<file path="config.mk">
export PLATFORM = sky130hd
export DESIGN_NAME = coherent_mem_arbiter
export DESIGN_NICKNAME = d
export VERILOG_FILES = /design/src/rtl/coherence_pkg.sv /design/src/rtl/cpu_types_pkg.sv /design/src/rtl/coherent_mem_arbiter_rr_arbiter.sv /design/src/rtl/coherent_mem_arbiter.sv
export SDC_FILE = /design/constraint.sdc
export NUM_CORES = 1
export LEC_CHECK = 0
export BUFFER_PORTS_ARGS = -buffer_cell sky130_fd_sc_hd__buf_2
export CORE_AREA = 4 4 194 196
export CTS_CLUSTER_SIZE = 14
export DETAILED_ROUTE_END_ITERATION = 12
export DIE_AREA = 0 0 198 200
export HOLD_SLACK_MARGIN = 0.05
export PLACE_DENSITY = 0.38
export SYNTH_ARGS = -nofsm -noshare
export SYNTH_HDL_FRONTEND = slang
export SYNTH_HIERARCHICAL = 1
export SYNTH_SLANG_ARGS = --single-unit
</file>
<file path="constraint.sdc">
create_clock -name CLK -period 1.39 [get_ports CLK]
set_clock_uncertainty 0.1 [all_clocks]
set_input_delay 0.0695 -clock CLK [delete_from_list [all_inputs] [get_ports CLK]]
set_output_delay 0.0695 -clock CLK [all_outputs]
set_load 0.005 [all_outputs]
</file>
<file path="src/rtl/coherence_pkg.sv">
// Coherence arbiter FSM states and the word-counter width helper.
package coherence_pkg;
   typedef enum logic [2:0] {IDLE, WB, SNOOP, C2C, FILL, IFETCH} arb_state_t;

   // A one-word block still needs a 1-bit counter.
   function automatic int wcnt_width(input int blkwords);
      return (blkwords > 1) ? $clog2(blkwords) : 1;
   endfunction
endpackage

</file>
<file path="src/rtl/cpu_types_pkg.sv">
// Shared CPU-side types: machine word and RAM handshake status.
package cpu_types_pkg;
   localparam int WORD_W = 32;
   typedef logic [WORD_W-1:0] word_t;
   typedef enum logic [1:0] {FREE, BUSY, ACCESS, ERROR} ramstate_t;
endpackage

</file>
<file path="src/rtl/coherent_mem_arbiter_rr_arbiter.sv">
// Round-robin picker: first asserted request at or after ptr, wrapping.
module rr_arbiter #(
   parameter  int CPUS = 2,
   localparam int IW   = $clog2(CPUS)
) (
   input  logic [CPUS-1:0] req,
   input  logic [IW-1:0]   ptr,
   output logic [IW-1:0]   grant,
   output logic            valid
);
   // Scanning from the far end lets the nearest-to-ptr hit overwrite the rest.
   always_comb begin
      grant = '0;
      valid = 1'b0;
      for (int k = CPUS-1; k >= 0; k--) begin
         if (req[(int'(ptr) + k) % CPUS]) begin
            grant = IW'((int'(ptr) + k) % CPUS);
            valid = 1'b1;
         end
      end
   end
endmodule

</file>
<file path="src/rtl/coherent_mem_arbiter.sv">
// N-CPU MSI snoop arbiter in front of a single-ported RAM.
// Define MC_PERF_CNT_EN to add the c2c/fill/wb transaction counters.
module coherent_mem_arbiter
   import cpu_types_pkg::*;
   import coherence_pkg::*;
#(
   parameter int CPUS     = 2,
   parameter int BLKWORDS = 2,
   parameter int AW       = 32
) (
   input  logic               CLK,
   input  logic               nRST,
   input  logic [CPUS-1:0]    iREN,
   input  logic [CPUS*AW-1:0] iaddr,
   output logic [CPUS-1:0]    iwait,
   output logic [CPUS*AW-1:0] iload,
   input  logic [CPUS-1:0]    dREN,
   input  logic [CPUS-1:0]    dWEN,
   input  logic [CPUS*AW-1:0] daddr,
   input  logic [CPUS*AW-1:0] dstore,
   output logic [CPUS-1:0]    dwait,
   output logic [CPUS*AW-1:0] dload,
   input  logic [CPUS-1:0]    cctrans,
   input  logic [CPUS-1:0]    ccwrite,
   output logic [CPUS-1:0]    ccwait,
   output logic [CPUS-1:0]    ccinv,
   output logic [CPUS*AW-1:0] ccsnoopaddr,
   output logic               ramREN,
   output logic               ramWEN,
   output logic [AW-1:0]      ramaddr,
   output logic [AW-1:0]      ramstore,
   input  logic [AW-1:0]      ramload,
   input  logic [1:0]         ramstate
`ifdef MC_PERF_CNT_EN
  ,output logic [31:0]        c2c_cnt,
   output logic [31:0]        fill_cnt,
   output logic [31:0]        wb_cnt
`endif
);
   localparam int IW     = $clog2(CPUS);
   localparam int WCNT_W = wcnt_width(BLKWORDS);

   arb_state_t        state, nstate, cls_state;
   logic [IW-1:0]     req, sup, sup_idx, rr_ptr, gnt;
   logic [WCNT_W-1:0] word_cnt;
   logic [CPUS-1:0]   cls_vec;
   logic              gnt_vld, sup_found, acc, done;
   logic [AW-1:0]     daddr_req, daddr_sup, dstore_sup;
   ramstate_t         rs;
   logic              unused_dren;

   // Fills arrive as cctrans; dREN carries no extra information here.
   assign unused_dren = ^dREN;
   assign rs          = ramstate_t'(ramstate);
   assign acc         = (rs == ACCESS);
   assign daddr_req   = daddr[int'(req)*AW +: AW];
   assign daddr_sup   = daddr[int'(sup)*AW +: AW];
   assign dstore_sup  = dstore[int'(sup)*AW +: AW];
   assign done = acc && ((state == IFETCH) ||
                 ((state inside {WB, C2C, FILL}) && (word_cnt == WCNT_W'(BLKWORDS-1))));

   always_comb begin
      cls_vec   = iREN;
      cls_state = IFETCH;
      if (|dWEN) begin
         cls_vec   = dWEN;
         cls_state = WB;
      end else if (|cctrans) begin
         cls_vec   = cctrans;
         cls_state = SNOOP;
      end
   end

   rr_arbiter #(.CPUS(CPUS)) u_rr (
      .req   (cls_vec),
      .ptr   (rr_ptr),
      .grant (gnt),
      .valid (gnt_vld)
   );

   always_comb begin
      sup_found = 1'b0;
      sup_idx   = '0;
      for (int j = CPUS-1; j >= 0; j--) begin
         if (j != int'(req) && ccwrite[j]) begin
            sup_found = 1'b1;
            sup_idx   = IW'(j);
         end
      end
   end

   always_comb begin
      nstate = state;
      case (state)
         IDLE:    if (gnt_vld) nstate = cls_state;
         SNOOP:   nstate = sup_found ? C2C : FILL;
         default: if (done) nstate = IDLE;
      endcase
   end

   always_ff @(posedge CLK or negedge nRST) begin
      if (!nRST) begin
         state    <= IDLE;
         req      <= '0;
         sup      <= '0;
         rr_ptr   <= '0;
         word_cnt <= '0;
      end else begin
         state <= nstate;
         if (state == IDLE && gnt_vld) begin
            req      <= gnt;
            word_cnt <= '0;
         end
         if (state == SNOOP) begin
            sup      <= sup_idx;
            word_cnt <= '0;
         end
         if (acc && (state inside {WB, C2C, FILL}))
            word_cnt <= word_cnt + 1'b1;
         if (done)
            rr_ptr <= (req == IW'(CPUS-1)) ? '0 : req + 1'b1;
      end
   end

   always_comb begin
      iwait       = '1;
      dwait       = '1;
      iload       = '0;
      dload       = '0;
      ccwait      = '0;
      ccinv       = '0;
      ccsnoopaddr = '0;
      ramREN      = 1'b0;
      ramWEN      = 1'b0;
      ramaddr     = '0;
      ramstore    = '0;
      case (state)
         WB: begin
            ramWEN   = 1'b1;
            ramaddr  = daddr_req;
            ramstore = dstore[int'(req)*AW +: AW];
            if (acc) dwait[req] = 1'b0;
         end
         SNOOP: begin
            for (int j = 0; j < CPUS; j++) begin
               if (j != int'(req)) begin
                  ccwait[j]                = 1'b1;
                  ccinv[j]                 = ccwrite[req];
                  ccsnoopaddr[j*AW +: AW]  = daddr_req;
               end
            end
         end
         C2C: begin
            // Supplier's data goes to the requester and RAM in the same beat.
            ccwait[sup]               = 1'b1;
            ramWEN                    = 1'b1;
            ramaddr                   = daddr_sup;
            ramstore                  = dstore_sup;
            dload[int'(req)*AW +: AW] = dstore_sup;
            if (acc) begin
               dwait[req] = 1'b0;
               dwait[sup] = 1'b0;
            end
         end
         FILL: begin
            ramREN                    = 1'b1;
            ramaddr                   = daddr_req;
            dload[int'(req)*AW +: AW] = ramload;
            if (acc) dwait[req] = 1'b0;
         end
         IFETCH: begin
            ramREN  = 1'b1;
            ramaddr = iaddr[int'(req)*AW +: AW];
            iload   = {CPUS{ramload}};
            if (acc) iwait[req] = 1'b0;
         end
         default: ;
      endcase
   end

`ifdef MC_PERF_CNT_EN
   always_ff @(posedge CLK or negedge nRST) begin
      if (!nRST) begin
         c2c_cnt  <= '0;
         fill_cnt <= '0;
         wb_cnt   <= '0;
      end else if (done) begin
         if (state == C2C  && c2c_cnt  != '1) c2c_cnt  <= c2c_cnt  + 1'b1;
         if (state == FILL && fill_cnt != '1) fill_cnt <= fill_cnt + 1'b1;
         if (state == WB   && wb_cnt   != '1) wb_cnt   <= wb_cnt   + 1'b1;
      end
   end
`endif
endmodule

</file>
After elaboration in Yosys (flattened, before gate mapping)
Index checks and enable logic that the tools add are counted.
{"block": "totals", "ramBits": 0, "mem_count": 0, "wordCells": 105, "romBits": 0, "out_inout_bits": 266, "latch_bits": 0, "input_bits": 238, "ff_bits": 7}
{"block": "op_classes", "add_sub_neg": 4, "n_div": 0, "muxes": 49, "bitwise_logic": 7, "shift": 8, "magnitude_cmp": 6, "n_eq_ne": 7, "n_mul": 0, "n_reduce_logical": 19}
{"op": "$shiftx A64 B7 Y32", "n": 5}
{"op": "$and A64 B64 Y64", "n": 2}
{"op": "$mux W64", "n": 2}
{"op": "$pmux W64 S2", "n": 1}
{"op": "$shiftx A32 B33 Y64", "n": 2}
{"op": "$pmux W32 S3", "n": 1}
{"op": "$mux W32", "n": 2}
{"op": "$pmux W32 S2", "n": 1}
{"op": "$shift A32 B33 Y64 const A", "n": 1}
{"op": "$neg A6 Y33", "n": 1}
{"op": "$mux W1", "n": 26}
{"op": "$mux W3", "n": 5}
{"op": "$mux W2", "n": 6}
{"op": "$reduce_or A2 Y1", "n": 5}
{"op": "$reduce_bool A3 Y1", "n": 3}
{"op": "$logic_and A1 B1 Y1", "n": 8}
{"op": "$pmux W2 S2", "n": 2}
{"op": "$eq A3 B2 Y1 const B", "n": 2}
{"op": "$eq A3 B3 Y1 const B", "n": 2}
{"op": "$lt A1 B2 Y1 const B", "n": 3}
{"op": "$pmux W3 S2", "n": 1}
{"op": "$not A2 Y2", "n": 2}
{"op": "$add A1 B1 Y1 const B", "n": 3}
{"op": "$eq A3 B1 Y1 const B", "n": 1}
{"op": "other kinds (11)", "n": 13}

Depth between registers and ports, before layout
Gate-level depths: netlist of run 1.
{"block": "logic_depth", "depth_word": 12, "ltp_mapped": 8, "depth_no_buf": 8}

By module
The synthesis of run 1 kept the hierarchy.
{"mod": "coherent_mem_arbiter", "seq_area_each_um2": 175.2, "n_inst": 1, "area_each_um2": 4396.7, "cells_each": 638}
{"mod": "rr_arbiter", "seq_area_each_um2": 0.0, "n_inst": 1, "area_each_um2": 17.5, "cells_each": 3}

Least setup slack after synthesis of run 1
No wires, ideal clock.
{"block": "synth_path", "path_kind": "input port to flip-flop", "from": "input port cctrans[1]", "to": "register state[0]", "setup_slack_ns": -0.187, "t_required_ns": 1.165, "setup_time_ns": 0.125, "n_path_buf": 0, "t_arrival_ns": 1.352, "stages": 7, "cell_sequence": "inv_1 > a21oi_1 > o21bai_1 > or2_1 > or4b_2 > a211oi_1 > nor2_1"}
{"block": "synth_via", "elab_chain_cells": 10, "elab_cells_between_ends": 16, "cone_classes": "eq/ne: 1; mux: 13; reduce/logical: 2"}
{"item": "start, declared", "line": "coherent_mem_arbiter.sv:23", "rtl": "input logic [CPUS-1:0] cctrans,"}
{"item": "$reduce_or A2 Y1 (*)", "line": "coherent_mem_arbiter.sv:68", "rtl": "end else if (|cctrans) begin"}
{"item": "$mux W2 (*)", "line": "coherent_mem_arbiter.sv:68"}
{"item": "$mux W2 (*)", "line": "coherent_mem_arbiter.sv:65", "rtl": "if (|dWEN) begin"}
{"item": "net cls_vec[0]", "line": "coherent_mem_arbiter.sv:46", "rtl": "logic [CPUS-1:0] cls_vec;"}
{"item": "$mux W1 (implied by the code) (3 in a row)", "line": "coherent_mem_arbiter_rr_arbiter.sv:16", "rtl": "if (req[(int'(ptr) + k) % CPUS]) begin"}
{"item": "$mux W1", "line": "coherent_mem_arbiter_rr_arbiter.sv:16"}
{"item": "$mux W1 (*)", "line": "coherent_mem_arbiter_rr_arbiter.sv:16"}
{"item": "net gnt_vld", "line": "coherent_mem_arbiter.sv:47", "rtl": "logic gnt_vld, sup_found, acc, done;"}
{"item": "$ne A2 B2 Y1 (no source line) (*)"}
{"item": "$reduce_and A2 Y1 (no source line) (*)"}
{"item": "end signal, assigned", "line": "coherent_mem_arbiter.sv:109", "rtl": "state <= nstate;"}
{"item": "end, declared", "line": "coherent_mem_arbiter.sv:43", "rtl": "arb_state_t state, nstate, cls_state;"}
The timed path passes the listed nets; every way through them passes the cells marked *. The select of a mux whose other input is x is not followed.
A chain may end at the register's enable or synchronous reset.

Final worst setup path of run 1
{"block": "layout_path", "from": "register state[2]", "to": "output port ccsnoopaddr[47]"}
{"block": "layout_via", "elab_chain_cells": 2}
{"item": "$eq A3 B2 Y1", "line": "coherent_mem_arbiter.sv:137", "rtl": "case (state)"}
{"item": "$mux W64", "line": "coherent_mem_arbiter.sv:137"}
{"item": "end, declared", "line": "coherent_mem_arbiter.sv:27", "rtl": "output logic [CPUS*AW-1:0] ccsnoopaddr,"}
No other way between the ends.

==> results of run 1 <==
[power breakdown]
group | leakage (nW) | internal (mW) | switching, mW | total (mW)
clock | 0.0382 | 0.382 | 0.107 | 0.489
combinational | 5.25 | 10.3 | 9.81 | 20.1
sequential | 0.0798 | 0.330 | 0.134 | 0.464
total | 5.37 | 11.0 | 10.1 | 21.1
[layout make-up]
cell class / count / area [µm²] / area share (%)
multi-input cells: 527 / 4420 / 44.5
repair buffers: 650 / 4620 / 46.6
well taps: 468 / 586 / 5.90
inverters: 7 / 28.8 / 0.290
flip-flops and latches: 7 / 185 / 1.87
clock buffers: 4 / 78.8 / 0.794
[synthesized netlist by cell type, types with 2 or more instances]
master / instances / area share (%)
o22a_1: 32 / 6.3
buf_2: 37 / 4.2
o21bai_1: 2 / 0.34
buf_4: 41 / 7.0
o22ai_1: 3 / 0.43
dfrtp_1: 7 / 4.0
and2_1: 35 / 5.0
mux2i_1: 131 / 30
and3_1: 66 / 9.4
nand2b_1: 2 / 0.28
inv_1: 6 / 0.51
nor2b_1: 3 / 0.43
a22o_1: 33 / 6.5
nand2_1: 10 / 0.85
nor3_1: 2 / 0.23
a21oi_1: 38 / 4.3
nor2_1: 105 / 8.9
a21o_1: 3 / 0.51
o21ai_0: 40 / 4.5
clkbuf_1: 19 / 1.6
or3_1: 3 / 0.43
[routing by layer]
layer / up-vias / GRT usage, %
met5: - / 0
met4: 0 / 3.57
met3: 43 / 2.43
met2: 366 / 29.1
met1: 3444 / 17.7
li1: 3417 / -
[state kept, by name (all words and copies together) (netlist names)]
register / flops
rr_ptr: 1
word_cnt: 1
state: 3
sup: 1
req: 1
[cells in the final DEF, fill, tap and decap left out, types with 5 or more instances in the layout]
cell,Yosys,layout
o21ai_0,40,8
nor2_2,0,47
a22o_4,0,5
nor2_1,105,35
buf_6,1,38
o22a_1,32,32
and3_1,66,33
a22o_1,33,28
buf_16,0,10
mux2i_1,131,128
nor2_4,1,24
o21ai_1,0,25
and2_1,35,33
o21ai_2,1,7
buf_4,41,69
and3_4,0,33
buf_12,0,26
buf_8,0,9
buf_2,37,486
a21oi_2,0,21
nand2_1,10,8
a21oi_4,0,10
inv_1,6,6
clkbuf_16,0,10
a21oi_1,38,7
[worst max-delay path by stage]
stage / slack (ns) / startpoint / endpoint
floorplan: -0.16 / state[0]$_DFFE_PN0P_ / ccsnoopaddr[33]
detailed placement: -0.65 / state[1]$_DFFE_PN0P_ / dload[2]
global placement: -0.62 / state[1]$_DFFE_PN0P_ / dload[2]
global route: -0.72 / state[2]$_DFFE_PN0P_ / ccsnoopaddr[41]
finish: -0.64 / state[2]$_DFFE_PN0P_ / ccsnoopaddr[47]
CTS: -0.66 / state[2]$_DFFE_PN0P_ / dload[43]
[cell families after synthesis]
kind of cell,Yosys count
AOI/OAI and AO/OA,159
buffers and inverters,107
and+or+nand+nor,236
muxes,132
DFF,7
[timing repair]
action | in CTS | in global routing
hold endpoints to repair | 7 | 0
pin swaps | 43 | 60
resized for setup | 122 | 82
cloned | 14 | 9
endpoints found under the setup margin | 272 | 273
setup buffers | 16 | 11
hold buffers | 1 | 0
[through the flow]
stage / area [µm²] / hold slack, ns / worst slack [ns] / TNS, ns / total power [mW]
4_1_cts: 9300 / 0.0827 / -0.656 / -140.18 / 19.1
6_report: 9920 / 0.0714 / -0.636 / -143.17 / 21.1
3_3_place_gp: 8210 / -0.184 / -0.621 / -95.74 / 15.5
2_1_floorplan: 4860 / -0.326 / -0.164 / -19.94 / 9.11
5_1_grt: 9920 / 0.106 / -0.721 / -168.26 / 22.5
3_5_place_dp: 8210 / -0.181 / -0.646 / -96.62 / 15.4
[worst min-delay path: cells and delay by family]
family                 cells  cell delay [ns]
buffers and inverters      1             0.13
AND/OR/NAND/NOR            1             0.08
AO/OA/AOI/OAI              1             0.07
==> impl_metrics.tcl, run 1 <==
set metrics [dict create \
    synth_top_family_by_area "multiplexers" \
    synth-seq-area-share_pct 3.97 \
    worstSetupPathDepth 6 \
    drt_iter0_markers 247 \
    min_delay_path_depth 3 \
    irDropWorstVdd_v 0.000874 \
    p_per_area_nw_per_um2 2120 \
    fin_util_pct 27.5 \
    r2r_start "state[1]$_DFFE_PN0P_" \
    num_rows 70 \
    cts_made_buffers 3 \
    cts.clk_slew.worst_paths_ns 0.04 \
    die_h_um 200 \
    grt_pass1_wl_um 46600 \
    drive_gt1_share_pct 68.8 \
    critPathLaunchType "flip-flop" \
    grtUsageTotal_pct 15.2 \
    fp.dieW_um 198 \
    routed_wirelength_um 35100 \
    ff2ff_path_depth 7 \
    synthMuxAreaShare_pct 30.0 \
    cp-end-kind "primary output" \
    fin_crit_ns 2.03 \
    p_leak_nw 5.37 \
    grt_pass1_vias 7387 \
    syn_area_um2 4410 \
    arrival_ns 1.86 \
    path_max_fanout 33 \
    yosysWarnings 6 \
    hold_viol_final 0 \
    dpl.cell_count 1613 \
    syn2layout_area_growth_pct 125 \
    wl_per_cell_um 21.1 \
    synthSimpleGateAreaFrac_pct 27.7 \
    fillers 4015 \
    avgSynthCellArea_um2 6.89 \
    yosysUniqueCellTypes 44 \
    async_flop_share_pct 100 \
    setup_violations 272 \
    routed-wl-met3_um 2300 \
    slew_violations 0 \
    crit_slowest_cell "or3b_4" \
    antenna_cells 0 \
    via_count 7270 \
    hold_class "input pin to flip-flop" \
    antenna_found_initial 1 \
    coreArea_um2 36100 \
    postSynthCellCount 641 \
    worst_pin_slew_ns 0.411 \
    synthAdderAreaFrac_pct 0 \
    grt_max_degree 38 \
    clock_latency_ns 0.23 \
    synth_edf_count 0 \
    max_cap_violations 0 \
    cts_sinks 7 \
    rsz0062_at_grt "true" \
    yosys_register_bits 7 \
    port-buffer-count 501 \
    detail_route.wirelength.met1_um 13300 \
    crit_family "simple AND/OR/NAND/NOR gates" \
    htree_levels 1 \
    ioPinCount 504 \
    instances_no_fill 1663 \
    gp_congestion 0.866 \
    synthXorXnorAreaFrac_pct 0 \
    synth_ff_type "dfrtp_1" \
    hp-start "ccwrite[1]" \
    timing.slew.headroom_pct 71.8 \
    syn_nets 879 \
    dpl.hpwl_um 26000 \
    postRouteAntennaNets 0 \
    cts_tree "yes" \
    r2r-end "state[1]$_DFFE_PN0P_" \
    crit_required_ns 1.22 \
    path_buf_inv 3 \
    fmax_mhz 494 \
    drc 0 \
    reg2reg_slack_ns -0.46 \
    via_per_inst 4.37 \
    cpPeakStageDelay_ns 0.43 \
    first_pass_iters 4 \
    clk_path_buf_depth 2 \
    worstPathCellList "buf_4 > or3b_4 > nor2_4 > buf_12 > and2_1 > buf_2" \
    top_layer_used "met4" \
    grt_overflow 0 \
    violations "negative setup slack" \
    fin_crit_sh_pct 146 \
    synth-compound-area-share_pct 24.5 \
    dieArea_um2 39600 \
    nets 1434 \
    holdPathEnd "sup$_DFFE_PN0P_" \
    cts-root-buf "clkbuf_16" \
    crit_type "flip-flop to primary output" \
    initial_utilization_pct 12.2 \
    met2_length_um 18400 \
    setup_ws_ns -0.636 \
    status "complete, but fails checks" \
]
No activity file was read; power rests on OpenSTA's default activity.
==> run 2: changes to the inputs <==
- CTS_BUF_LIST: default -> sky130_fd_sc_hd__clkbuf_16
- RECOVER_POWER: default -> 50
==> run 2 against run 1 <==
Net effect:
- the run still ends with negative setup slack left
- first-iteration DRC count fell by 0.40%
- non-clock buffer count did not move
- total power barely moved
- via count barely moved
- critical path depth did not move
- critical endpoint unchanged
- largest power group unchanged
- highest routed layer unchanged
==> impl_metrics.tcl, run 2 (synthesized netlist as in run 1, its figures left out) <==
set metrics [dict create \
    status "complete, but fails checks" \
    violations "negative setup slack" \
    largest_reg_flops 3 \
    pwr-share-clk_pct 2.3 \
    fin_area_um2 9920 \
    routed_wirelength_um 35100 \
    rsz0062_at_grt "true" \
    instances_no_fill 1663 \
    hold_class "input pin to flip-flop" \
    via_count 7264 \
    worst_pin_slew_ns 0.411 \
    setup_ws_ns -0.636 \
    fp.dieW_um 198 \
    cp-end-kind "primary output" \
    num_rows 70 \
    dpl.cell_count 1613 \
    grtUsageTotal_pct 15.2 \
    crit_slowest_cell "or3b_4" \
    p_sw_share_pct 47.7 \
    cts.clk_slew.worst_paths_ns 0.04 \
    met2_length_um 18400 \
    path_buf_inv 3 \
    final_cell_mix "buf_2 (485), mux2i_1 (128), buf_4 (69)" \
    drive_gt1_share_pct 68.7 \
    crit_family "simple AND/OR/NAND/NOR gates" \
    ioPinCount 504 \
    wl_per_cell_um 21.1 \
    setup_violations 272 \
    fmax_mhz 494 \
    multi_input_area_um2 4420 \
    htree_levels 1 \
    placed_area_um2 8210 \
    cts_tree "yes" \
    fin_crit_ns 2.03 \
    crit_required_ns 1.22 \
    grt_pass1_wl_um 46600 \
    slew_violations 0 \
    irDropWorstVdd_v 0.000874 \
    detail_route.wirelength.met1_um 13300 \
    timing.slew.headroom_pct 71.8 \
    dpl.hpwl_um 26000 \
    antenna_cells 0 \
    via_per_inst 4.37 \
    fin_crit_sh_pct 146 \
    port-buffer-count 501 \
    clk_path_buf_depth 2 \
    grt_pass1_vias 7387 \
    worstPathCellList "buf_4 > or3b_4 > nor2_4 > buf_12 > and2_1 > buf_2" \
    cts_made_buffers 3 \
    drc 0 \
    dieArea_um2 39600 \
    top_layer_used "met4" \
    p_per_area_nw_per_um2 2120 \
    clock_latency_ns 0.23 \
    path_max_fanout 33 \
    grt_overflow 0 \
    final_common_cell "buf_2" \
    critPathLaunchType "flip-flop" \
    hold_viol_final 0 \
    grt_max_degree 38 \
    pwr-share-seq_pct 2.2 \
    drt_iter0_markers 246 \
    first_pass_iters 4 \
    ff_latch_area_um2 185 \
    net-switching-power_mw 10.0 \
    gp_congestion 0.866 \
    antenna_found_initial 1 \
    postRouteAntennaNets 0 \
    pwr-share-comb_pct 95.5 \
    crit_type "flip-flop to primary output" \
    syn2layout_area_growth_pct 125 \
    initial_utilization_pct 12.2 \
    nets 1434 \
    die_h_um 200 \
    arrival_ns 1.86 \
    top_register "state" \
    routed-wl-met3_um 2280 \
    max_cap_violations 0 \
    intPower_mw 11.0 \
    cpPeakStageDelay_ns 0.43 \
    cts_sinks 7 \
    fillers 4016 \
    p_leak_nw 5.37 \
    coreArea_um2 36100 \
    cts-root-buf "clkbuf_16" \
]
-- run 2: cell types whose count changed in the layout (fill, tap and decap cells not counted) --
cell and change:
buf_2 -1, inv_1 +1
-- run 2: per-stage QoR --
stage / power [mW] / setup TNS [ns] / util [%] / worst slack [ns] / hold slack [ns]
6_report: 21.1 / -143.13 / 27.5 / -0.636 / 0.0714
5_1_grt: 22.4 / -168.26 / 27.5 / -0.721 / 0.106
3_5_place_dp: 15.4 / -96.62 / 22.7 / -0.646 / -0.181
4_1_cts: 19.1 / -140.21 / 25.8 / -0.656 / 0.0827
2_1_floorplan: 9.11 / -19.94 / - / -0.164 / -0.326
3_3_place_gp: 15.5 / -95.74 / 22.7 / -0.621 / -0.184
-- run 2: power by group through the flow --
stage	logic, mW	registers [mW]	clock network [mW]
finish	20.1	0.464	0.479
global route	21.5	0.481	0.506
CTS	18.2	0.456	0.488
detailed placement	14.9	0.455	0
global placement	15.0	0.457	0
floorplan	8.75	0.361	0
-- run 2: path summary, 6_finish.rpt --
check,from,endpoint,slack [ns],depth (start not counted)
max in group asynchronous,nRST,sup$_DFFE_PN0P_,0.69,2
worst min-delay path,ccwrite[1],sup$_DFFE_PN0P_,0.07,3
worst min register to register,rr_ptr$_DFFE_PN0P_,rr_ptr$_DFFE_PN0P_,0.42,2
worst max register to register,state[1]$_DFFE_PN0P_,state[1]$_DFFE_PN0P_,-0.46,7
worst max-delay path,state[2]$_DFFE_PN0P_,ccsnoopaddr[47],-0.64,6
min in group asynchronous,nRST,rr_ptr$_DFFE_PN0P_,0.18,2
-- run 2: timing repair --
action,in CTS,in global routing
pin swaps,43,60
endpoints found under the hold margin,7,0
setup endpoints to repair,272,273
buffers inserted,16,11
hold buffers,1,0
gates cloned,14,9
resized for setup,122,82
-- run 2: area by class of cell --
type	instances	share of cell area, %
Timing Repair Buffer	650	46.6
Multi-Input combinational cell	527	44.6
Tap cell	468	5.90
Sequential cell	7	1.87
Clock buffer	3	0.757
Inverter	7	0.290
Clock inverter	1	0.0378
-- run 2: per-layer routing --
metal | vias up | GRT usage, %
met5 | - | 0
li1 | 3417 | -
met2 | 368 | 29.1
met1 | 3436 | 17.7
met4 | 0 | 3.57
met3 | 43 | 2.43
-- run 2: tightest hold or removal path: cells and delay by family --
family                 cells  cell delay [ns]
AOI/OAI and AO/OA          1             0.07
buffers and inverters      1             0.13
and+or+nand+nor            1             0.08
